<file path="src/rtl/seg7_scan_dev.sv">
// seg7_scan_dev: memory-mapped multiplexed seven-segment display controller.
//
// Ports
//   clk, rst            system clock; asynchronous active-low reset
//   Addr[1:0]           word offset: 0 DATA, 1 DP, 2 CTRL, 3 STAT
//   We, BE[3:0], WD     single-cycle write strobe, byte enables, write data
//   RD[31:0]            combinational read data for Addr
//   IRQ                 level interrupt, CTRL.IE & STAT.FD
//   seg7_seg[7:0]       registered segment pins, [7]=dp, [6:0]=g..a
//   seg7_select[D-1:0]  registered one-hot digit select pins
//
// Each digit has its own decode lane; the scan index muxes one lane onto
// the pins through a single output register stage.

// Per-digit decode: hex nibble to active-high segments, with blanking.
// Blanking clears only g..a so a lit decimal point survives.
module seg7_digit_lane (
  input  logic [3:0] nib,
  input  logic       dp,
  input  logic       blank,
  output logic [7:0] seg
);
  logic [6:0] hex;

  always_comb begin
    hex = 7'h00;
    case (nib)
      4'h0: hex = 7'h3F;
      4'h1: hex = 7'h06;
      4'h2: hex = 7'h5B;
      4'h3: hex = 7'h4F;
      4'h4: hex = 7'h66;
      4'h5: hex = 7'h6D;
      4'h6: hex = 7'h7D;
      4'h7: hex = 7'h07;
      4'h8: hex = 7'h7F;
      4'h9: hex = 7'h6F;
      4'hA: hex = 7'h77;
      4'hB: hex = 7'h7C;
      4'hC: hex = 7'h39;
      4'hD: hex = 7'h5E;
      4'hE: hex = 7'h79;
      4'hF: hex = 7'h71;
      default: hex = 7'h00;
    endcase
  end

  assign seg = {dp, blank ? 7'h00 : hex};
endmodule

module seg7_scan_dev #(
  parameter int DIGITS         = 8,
  parameter int CLK_DIV        = 100000,
  parameter bit SEG_ACTIVE_LOW = 1'b1,
  parameter bit SEL_ACTIVE_LOW = 1'b1
) (
  input  logic              clk,
  input  logic              rst,
  input  logic [1:0]        Addr,
  input  logic              We,
  input  logic [3:0]        BE,
  input  logic [31:0]       WD,
  output logic [31:0]       RD,
  output logic              IRQ,
  output logic [7:0]        seg7_seg,
  output logic [DIGITS-1:0] seg7_select
);
  localparam int IW = (DIGITS > 1) ? $clog2(DIGITS) : 1;
  localparam int DW = $clog2(CLK_DIV);
  localparam int NB = 4 * DIGITS;
  // Pin value when nothing is driven; XOR with it applies pin polarity.
  localparam logic [7:0]        SEG_OFF = SEG_ACTIVE_LOW ? 8'hFF : 8'h00;
  localparam logic [DIGITS-1:0] SEL_OFF = SEL_ACTIVE_LOW ? {DIGITS{1'b1}} : '0;

  logic [NB-1:0]     data_q;
  logic [DIGITS-1:0] dp_q;
  logic [2:0]        ctrl_q;   // [0] EN, [1] LZB, [2] IE
  logic              fd_q;
  logic [DW-1:0]     div_q;
  logic [IW-1:0]     idx_q;

  logic en, lzb, ie;
  logic div_tc, frame_wrap;
  logic wr_data, wr_dp, wr_ctrl, wr_stat;
  logic [DIGITS-1:0][7:0] lane_seg;

  assign en  = ctrl_q[0];
  assign lzb = ctrl_q[1];
  assign ie  = ctrl_q[2];

  assign wr_data = We && (Addr == 2'd0);
  assign wr_dp   = We && (Addr == 2'd1) && BE[0];
  assign wr_ctrl = We && (Addr == 2'd2) && BE[0];
  assign wr_stat = We && (Addr == 2'd3) && BE[0];

  // Write-data bits above the implemented fields are deliberately dropped.
  logic unused_wd;
  assign unused_wd = ^WD;

  // ---------------- registers ----------------
  always_ff @(posedge clk or negedge rst) begin
    if (!rst) begin
      data_q <= '0;
      dp_q   <= '0;
      ctrl_q <= '0;
      fd_q   <= 1'b0;
    end else begin
      if (wr_data)
        for (int b = 0; b < NB; b++)
          if (BE[b/8]) data_q[b] <= WD[b];
      if (wr_dp)   dp_q   <= WD[DIGITS-1:0];
      if (wr_ctrl) ctrl_q <= WD[2:0];
      // A wrap in the same cycle as a W1C keeps FD set.
      if (frame_wrap)             fd_q <= 1'b1;
      else if (wr_stat && WD[0])  fd_q <= 1'b0;
    end
  end

  always_comb begin
    RD = '0;
    case (Addr)
      2'd0: RD[NB-1:0]     = data_q;
      2'd1: RD[DIGITS-1:0] = dp_q;
      2'd2: RD[2:0]        = ctrl_q;
      2'd3: RD[0]          = fd_q;
      default: RD = '0;
    endcase
  end

  assign IRQ = ie & fd_q;

  // ---------------- scan engine ----------------
  assign div_tc     = (div_q == DW'(CLK_DIV - 1));
  assign frame_wrap = en && div_tc && (idx_q == IW'(DIGITS - 1));

  always_ff @(posedge clk or negedge rst) begin
    if (!rst) begin
      div_q <= '0;
      idx_q <= '0;
    end else if (!en) begin
      // Disabled: hold at the frame start so re-enable begins at digit 0.
      div_q <= '0;
      idx_q <= '0;
    end else if (div_tc) begin
      div_q <= '0;
      idx_q <= (idx_q == IW'(DIGITS - 1)) ? '0 : idx_q + IW'(1);
    end else begin
      div_q <= div_q + DW'(1);
    end
  end

  // ---------------- per-digit decode lanes ----------------
  for (genvar i = 0; i < DIGITS; i++) begin : g_lane
    logic blank;
    if (i == 0) begin : g_lsd
      assign blank = 1'b0;
    end else begin : g_hi
      // Blank when this digit and every digit above it are zero.
      assign blank = lzb && (data_q[NB-1:4*i] == '0);
    end
    seg7_digit_lane u_lane (
      .nib   (data_q[4*i +: 4]),
      .dp    (dp_q[i]),
      .blank (blank),
      .seg   (lane_seg[i])
    );
  end

  // ---------------- output pins ----------------
  always_ff @(posedge clk or negedge rst) begin
    if (!rst) begin
      seg7_seg    <= SEG_OFF;
      seg7_select <= SEL_OFF;
    end else if (!en) begin
      seg7_seg    <= SEG_OFF;
      seg7_select <= SEL_OFF;
    end else begin
      seg7_seg    <= lane_seg[idx_q] ^ SEG_OFF;
      seg7_select <= (DIGITS'(1) << idx_q) ^ SEL_OFF;
    end
  end
endmodule
</file>
<file path="config.mk">
export PLATFORM = sky130hd
export DESIGN_NAME = seg7_scan_dev
export DESIGN_NICKNAME = d
export VERILOG_FILES = /design/src/rtl/seg7_scan_dev.sv
export SDC_FILE = /design/constraint.sdc
export NUM_CORES = 1
export LEC_CHECK = 0
export BUFFER_PORTS_ARGS = -buffer_cell sky130_fd_sc_hd__buf_2
export CORE_ASPECT_RATIO = 0.5
export CORE_MARGIN = 10
export CORE_UTILIZATION = 58
export CTS_CLUSTER_DIAMETER = 50
export DETAILED_ROUTE_END_ITERATION = 8
export PLACE_DENSITY_LB_ADDON = 0.1
export SLEW_MARGIN = 20
export SYNTH_ARGS = -nofsm -noshare
export SYNTH_HDL_FRONTEND = slang
export SYNTH_SLANG_ARGS = --single-unit
</file>
<file path="constraint.sdc">
create_clock -name clk -period 2.45 [get_ports clk]
set_input_delay 0.1225 -clock clk [delete_from_list [all_inputs] [get_ports clk]]
set_output_delay 0.1225 -clock clk [all_outputs]
set_load 0.02 [all_outputs]
</file>
Yosys cells after proc, flatten, opt, wreduce, memory -nomap -nowiden
Memories as Yosys holds them, arrays and structs flattened.
Index checks and enable logic that the tools add are counted.
{ "word_totals": {"ff_bits": 80, "output_inout_bits": 49, "mem_bits_ro": 896, "n_memories": 8, "inputBits": 41, "elab_cells": 84} }
{ "op_classes": {"bitwise": 3, "n_addsub": 2, "n_lt_le_gt_ge": 1, "shifts": 1, "n_eq_ne": 6, "n_reduce_logical": 30, "muxes": 22} }
{ "memory_table": {"columns": ["name", "depth", "width", "read_ports", "rd_clocked_by_memory_dff", "write_ports", "line_no", "text"], "rows": [
  ["(name not given)", 16, 7, 1, 0, 0, "27", "case (nib)"],
  ["(name not given)", 16, 7, 1, 0, 0, "27", null],
  ["(name not given)", 16, 7, 1, 0, 0, "27", null],
  ["(name not given)", 16, 7, 1, 0, 0, "27", null],
  ["(name not given)", 16, 7, 1, 0, 0, "27", null],
  ["(name not given)", 16, 7, 1, 0, 0, "27", null],
  ["+2 memories", null, null, null, null, null, null, null]
]} }
{ "ops": {"columns": ["operator", "count"], "rows": [
  ["$mux W7", 7],
  ["$mux W17", 2],
  ["$logic_not A28 Y1", 1],
  ["$bmux W8 S3", 1],
  ["$logic_not A24 Y1", 1],
  ["$mux W24", 1],
  ["$mux W8", 3],
  ["$logic_not A20 Y1", 1],
  ["$add A17 B1 Y17 const B", 1],
  ["$eq A17 B17 Y1 const B", 1],
  ["$logic_and A1 B1 Y1", 17],
  ["$logic_not A16 Y1", 1],
  ["$not A8 Y8", 2],
  ["$logic_not A12 Y1", 1],
  ["$pmux W5 S2", 1],
  ["$mux W3", 3],
  ["$logic_not A8 Y1", 1],
  ["$reduce_and A2 Y1", 4],
  ["$shl A1 B3 Y8 const A", 1],
  ["$pmux W2 S3", 1],
  ["$eq A2 B2 Y1 const B", 2],
  ["$logic_not A4 Y1", 1],
  ["$lt A3 B4 Y1 const B", 1],
  ["$pmux W1 S4", 1],
  ["8 further kinds", 9]
]} }

Depth between registers and ports, before layout
{ "logic_depth": {"ltp_word": 7, "ltp_mapped": 8, "ltp_nobuf": 7} }

Hierarchy
From an unflattened synthesis, not the netlist that was laid out.
{ "unflattened": {"cells_unflattened": 631, "hier_area_um2": 6406.1} }
{ "modules_own_cells": {"columns": ["mod", "n_inst", "cells_each", "area_each_um2"], "rows": [
  ["seg7_scan_dev", 1, 353, 4184.0],
  ["seg7_digit_lane (g_lane[0].u_lane ...)", 6, 34, 276.5],
  ["seg7_digit_lane (g_lane[2].u_lane ...)", 2, 37, 281.5]
]} }

Least setup slack after synthesis
OpenSTA, ideal clock, no wires.
{ "synth_path": {"path_type": "reg2reg", "startpoint": "reg data_q[24]", "endpoint": "reg seg7_seg[0]", "arrival_time_ps": 1833, "setup_ps": 81, "required_ps": 2369, "period_less_slack_ps": 1913, "setup_slack_ps": 537, "path_stages_with_launch": 8, "cell_sequence": "dfrtp_1 inv_1 ha_1 nor3b_4 and4_4 a2111oi_1 or3_1 a32oi_1"} }
{ "synth_between": {"elab_chain_len": 7, "elab_cells_between_ends": 23, "cone_classes": "mux: 9; bitwise: 1; reduce/logical: 12; memory: 1"} }
{ "synth_rtl": {"columns": ["element", "line_no", "text"], "rows": [
  ["start, declared", "75", "logic [NB-1:0] data_q;"],
  ["start signal, assigned by index", "110", "if (BE[b/8]) data_q[b] <= WD[b];"],
  ["branches (longest 3 deep; another with $mem_v2 Z16 W7)", null, null],
  ["$bmux W8 S3 *", "178", "seg7_seg <= lane_seg[idx_q] ^ SEG_OFF;"],
  ["$mux W8 (not written as such) *", "178", null],
  ["$not A8 Y8 (no line) *", null, null],
  ["$mux W8 *", "174", "end else if (!en) begin"],
  ["end signal, assigned", "178", null],
  ["end, declared", "65", "output logic [7:0] seg7_seg,"]
]} }
Mark *: on every way between the ends. The select of a mux whose other input is x is not followed.
A chain may end at the register's enable or synchronous reset.

Final worst setup path
{ "layout_path": {"startpoint": "reg data_q[20]", "endpoint": "reg seg7_seg[1]"} }
{ "layout_between": {"elab_chain_len": 7, "elab_cells_between_ends": 20, "cone_classes": "mux: 8; bitwise: 1; reduce/logical: 10; memory: 1"} }
{ "layout_rtl": {"columns": ["element", "line_no"], "rows": [
  ["branches (longest 3 deep; another with $mem_v2 Z16 W7)", null],
  ["$bmux W8 S3 *", "178"],
  ["$mux W8 (not written as such) *", "178"],
  ["$not A8 Y8 (no line) *", null],
  ["$mux W8 *", "174"]
]} }
Marks and branches as above.

==> results.yml <==
floorplanning:
  number_of_ports_placed_on_the_die_boundary: 90
  die-area_sq_mm: 0.0152
  chipWidth_um: 165
  start_util: 0.595
  core_area_sq_mm: 0.0102
  rows: 26
  dieHeight_um: 92.3
cts:
  root_buffer: "sky130_fd_sc_hd__clkbuf_16"
  cts_made_buffers: 9
  cts.htree.levels: 3
  clk_pin_slew_worst_paths_ps: 70
  tritoncts: "built"
  cts.path.max_buffers: 2
  cts-resized-gates: 0
  insertion_delay_ps: 350
  clock_sinks: 80
timing:
  setup_total_negative_slack_ps: 0
  max_freq_ghz: 0.451
  hold_violations: 0
  worst-slew-pin-transition_ps: 989
  fin_crit_sh: 0.905
  setup_viol: 0
  slew_headroom: 0.341
  clock-skew-final_ps: 6.93
  finalMaxSlewViolations: 0
  final_period_minus_worst_setup_slack_ps: 2220
  timing.hold.ws_ps: 6.55
  grt_setup_unrepaired: "no"
routing:
  post_detailed_route_count_of_antenna_violating_nets: 0
  drt-vias-per-instance: 5.82
  routed_wire_length_per_instance_um: 18.0
  drtIter0Drc: 350
  drt_pass1_iterations: 5
  wl_mm: 16.1
  vias: 5223
  post_route_drc: 0
power:
  netSwitchingPower_mw: 1.94
  switching_share: 0.373
  power.static_leakage_nw: 3.17
  cell_internal_pwr_mw: 3.27
  sequentialPowerShare: 0.355
  share_clk_of_total_power: 0.281
  ir_drop_mv: 0.384
  post-layout-total-power_mw: 5.22
  power.share.combinational: 0.363
  power_density_mw_per_mm2: 734
hold_path:
  min_path_type: "input port to register"
flow_run:
  maxCapViolCount: 0
synth:
  syn-cell-area_sq_mm: 0.00606
  seq_area_frac_synth: 0.334
  ys_seq_elements: 80
  synthesis.nets: 763
  synth_warn: 0
  post_synth_num_cell_types: 65
  syn_avg_cell_area_sq_um: 9.08
  ys_dominant_reg_cell: "sky130_fd_sc_hd__dfrtp_1"
  async_flop_share: 1.00
  cell_count_after_synthesis: 667
  synth_enable_flop_cells: 0
status:
  outcome: "finished, final reports clean"
final_layout:
  layout.cells.most_common_list: "88 x sky130_fd_sc_hd__buf_2, 64 x sky130_fd_sc_hd__dfrtp_1, 59 x sky130_fd_sc_hd__nand2_1"
  layout.cell_area.non_filler_sq_mm: 0.00710
  fin_util: 0.698
  finalNetCount: 848
  commonest_non_fill_non_tap_cell_in_the_layout: "sky130_fd_sc_hd__buf_2"
  multiInputGateArea_sq_mm: 0.00372
  syn_to_final_growth_pct: 17.3
  ff_latch_area_sq_mm: 0.00202
  fill_cells: 826
  drive_gt1_frac: 0.256
worst_setup_path:
  critPathLaunch: "data_q[20]$_DFFE_PN0P_"
  reg2reg_from: "data_q[20]$_DFFE_PN0P_"
  critPathMaxFanout: 6
  reg2regPathDepth: 7
  worstPathRequired_ps: 2720
  worst_ep_arrival_time_ps: 2480
  crit_path_end: "seg7_seg[1]$_DFF_PN1_"
  worst_setup_path_end_kind: "register"
  critical_path.reg2reg.endpoint: "seg7_seg[1]$_DFF_PN1_"
  worst-setup-path-type: "register to register"
  worst-r2r-setup-slack_ps: 230
  critPathLaunchType: "register"
global_routing:
  maximum_number_of_pins_on_one_net_before_global_route_repair: 78
  globalRouteOverflowTotal: 0
  first_global_vias: 5007
  grt_pass1_wl_mm: 25.8
  grt_antenna_before_repair: 1
  global_route.usage.total: 0.211
placement:
  dpl-instance-area_sq_mm: 0.00664
  finalWeightedCongestion: 0.984
  port_buffers: 89
  post-dp-hpwl_mm: 12.0
cell families after synthesis:
family,synth area share
fa+ha+maj,0.114
buf+inv,0.0527
flops,0.334
simple gates,0.195
mux,0.109
xor+xnor,0.0231
compound gates,0.172
how the worst min path moves through the flow:
stage / start / end / slack (ps) / cells past startpoint
after floorplan: rst / ctrl_q[0]$_DFFE_PN0P_ / -170 / 0
final: WD[23] / data_q[23]$_DFFE_PN0P_ / 7 / 2
after CTS: WD[23] / data_q[23]$_DFFE_PN0P_ / 3 / 2
after global placement: WD[26] / data_q[26]$_DFFE_PN0P_ / 320 / 3
after detailed placement: WD[16] / data_q[16]$_DFFE_PN0P_ / 330 / 3
after global routing: WD[18] / data_q[18]$_DFFE_PN0P_ / 3 / 2
flip-flops by register name, indices dropped and copies added, names as in the netlist:
name         flops
data_q          32
div_q           17
dp_q             8
seg7_seg         8
seg7_select      8
ctrl_q           3
idx_q            3
fd_q             1
routing by layer:
layer,GRT usage,vias to the layer above,wire length (um),share of wire
met5,0,-,0,0
met4,0.0433,0,132,0.0082
met3,0.0642,8,1350,0.083
met2,0.327,169,7140,0.44
met1,0.285,2484,7510,0.47
li1,-,2562,-,-
synth_stat cells (18+ instances only):
| cell | n | area [sq um] |
|---|---|---|
| sky130_fd_sc_hd__ha_1 | 55 | 688 |
| sky130_fd_sc_hd__mux2i_1 | 19 | 190 |
| sky130_fd_sc_hd__mux2_2 | 32 | 360 |
| sky130_fd_sc_hd__inv_1 | 27 | 101 |
| sky130_fd_sc_hd__nor3_1 | 24 | 120 |
| sky130_fd_sc_hd__dfrtp_1 | 64 | 1600 |
| sky130_fd_sc_hd__o21ai_0 | 43 | 215 |
| sky130_fd_sc_hd__nand2_1 | 59 | 221 |
| sky130_fd_sc_hd__nor2_1 | 51 | 191 |
| sky130_fd_sc_hd__nand3_1 | 23 | 115 |
| sky130_fd_sc_hd__clkbuf_1 | 40 | 150 |
| sky130_fd_sc_hd__a21oi_1 | 18 | 90.1 |
layout make-up:
cell class / instances / area share
multi-input combinational: 508 / 0.523
sequential: 80 / 0.285
timing repair buffer: 125 / 0.106
clock buffer: 13 / 0.0428
tap: 140 / 0.0247
inverter: 28 / 0.0148
clock inverter: 3 / 0.00388
antenna: 1 / 0.000352
timing repair:
| action | CTS | global route |
|---|---|---|
| setup buffers | 0 | 0 |
| endpoints found under the hold margin | 76 | 0 |
| hold buffers | 13 | 0 |
| setup endpoints to repair | 0 | 0 |
power by group through the flow:
stage	logic, mW	registers (mW)	clock network [mW]
floorplan	1.43	1.77	0
finish	1.89	1.85	1.47
global route	2.10	1.89	1.54
CTS	1.89	1.85	1.48
global placement	1.85	1.86	0
detailed placement	1.86	1.87	0
critical path, stage by stage, from the launching register on:
cell,delay [ps]
sky130_fd_sc_hd__dfrtp_1,430
sky130_fd_sc_hd__inv_1,180
sky130_fd_sc_hd__ha_1,210
sky130_fd_sc_hd__nor3b_2,370
sky130_fd_sc_hd__nand3_1,170
sky130_fd_sc_hd__o21ai_0,360
sky130_fd_sc_hd__o221ai_1,180
sky130_fd_sc_hd__a32oi_1,230
stage by stage:
stage	setup slack, ps	cells
5_1_grt	5.88	897
6_report	234	898
3_5_place_dp	285	868
2_1_floorplan	537	667
3_3_place_gp	359	868
4_1_cts	263	897
Note: power is estimated with default switching activity, not from simulation.
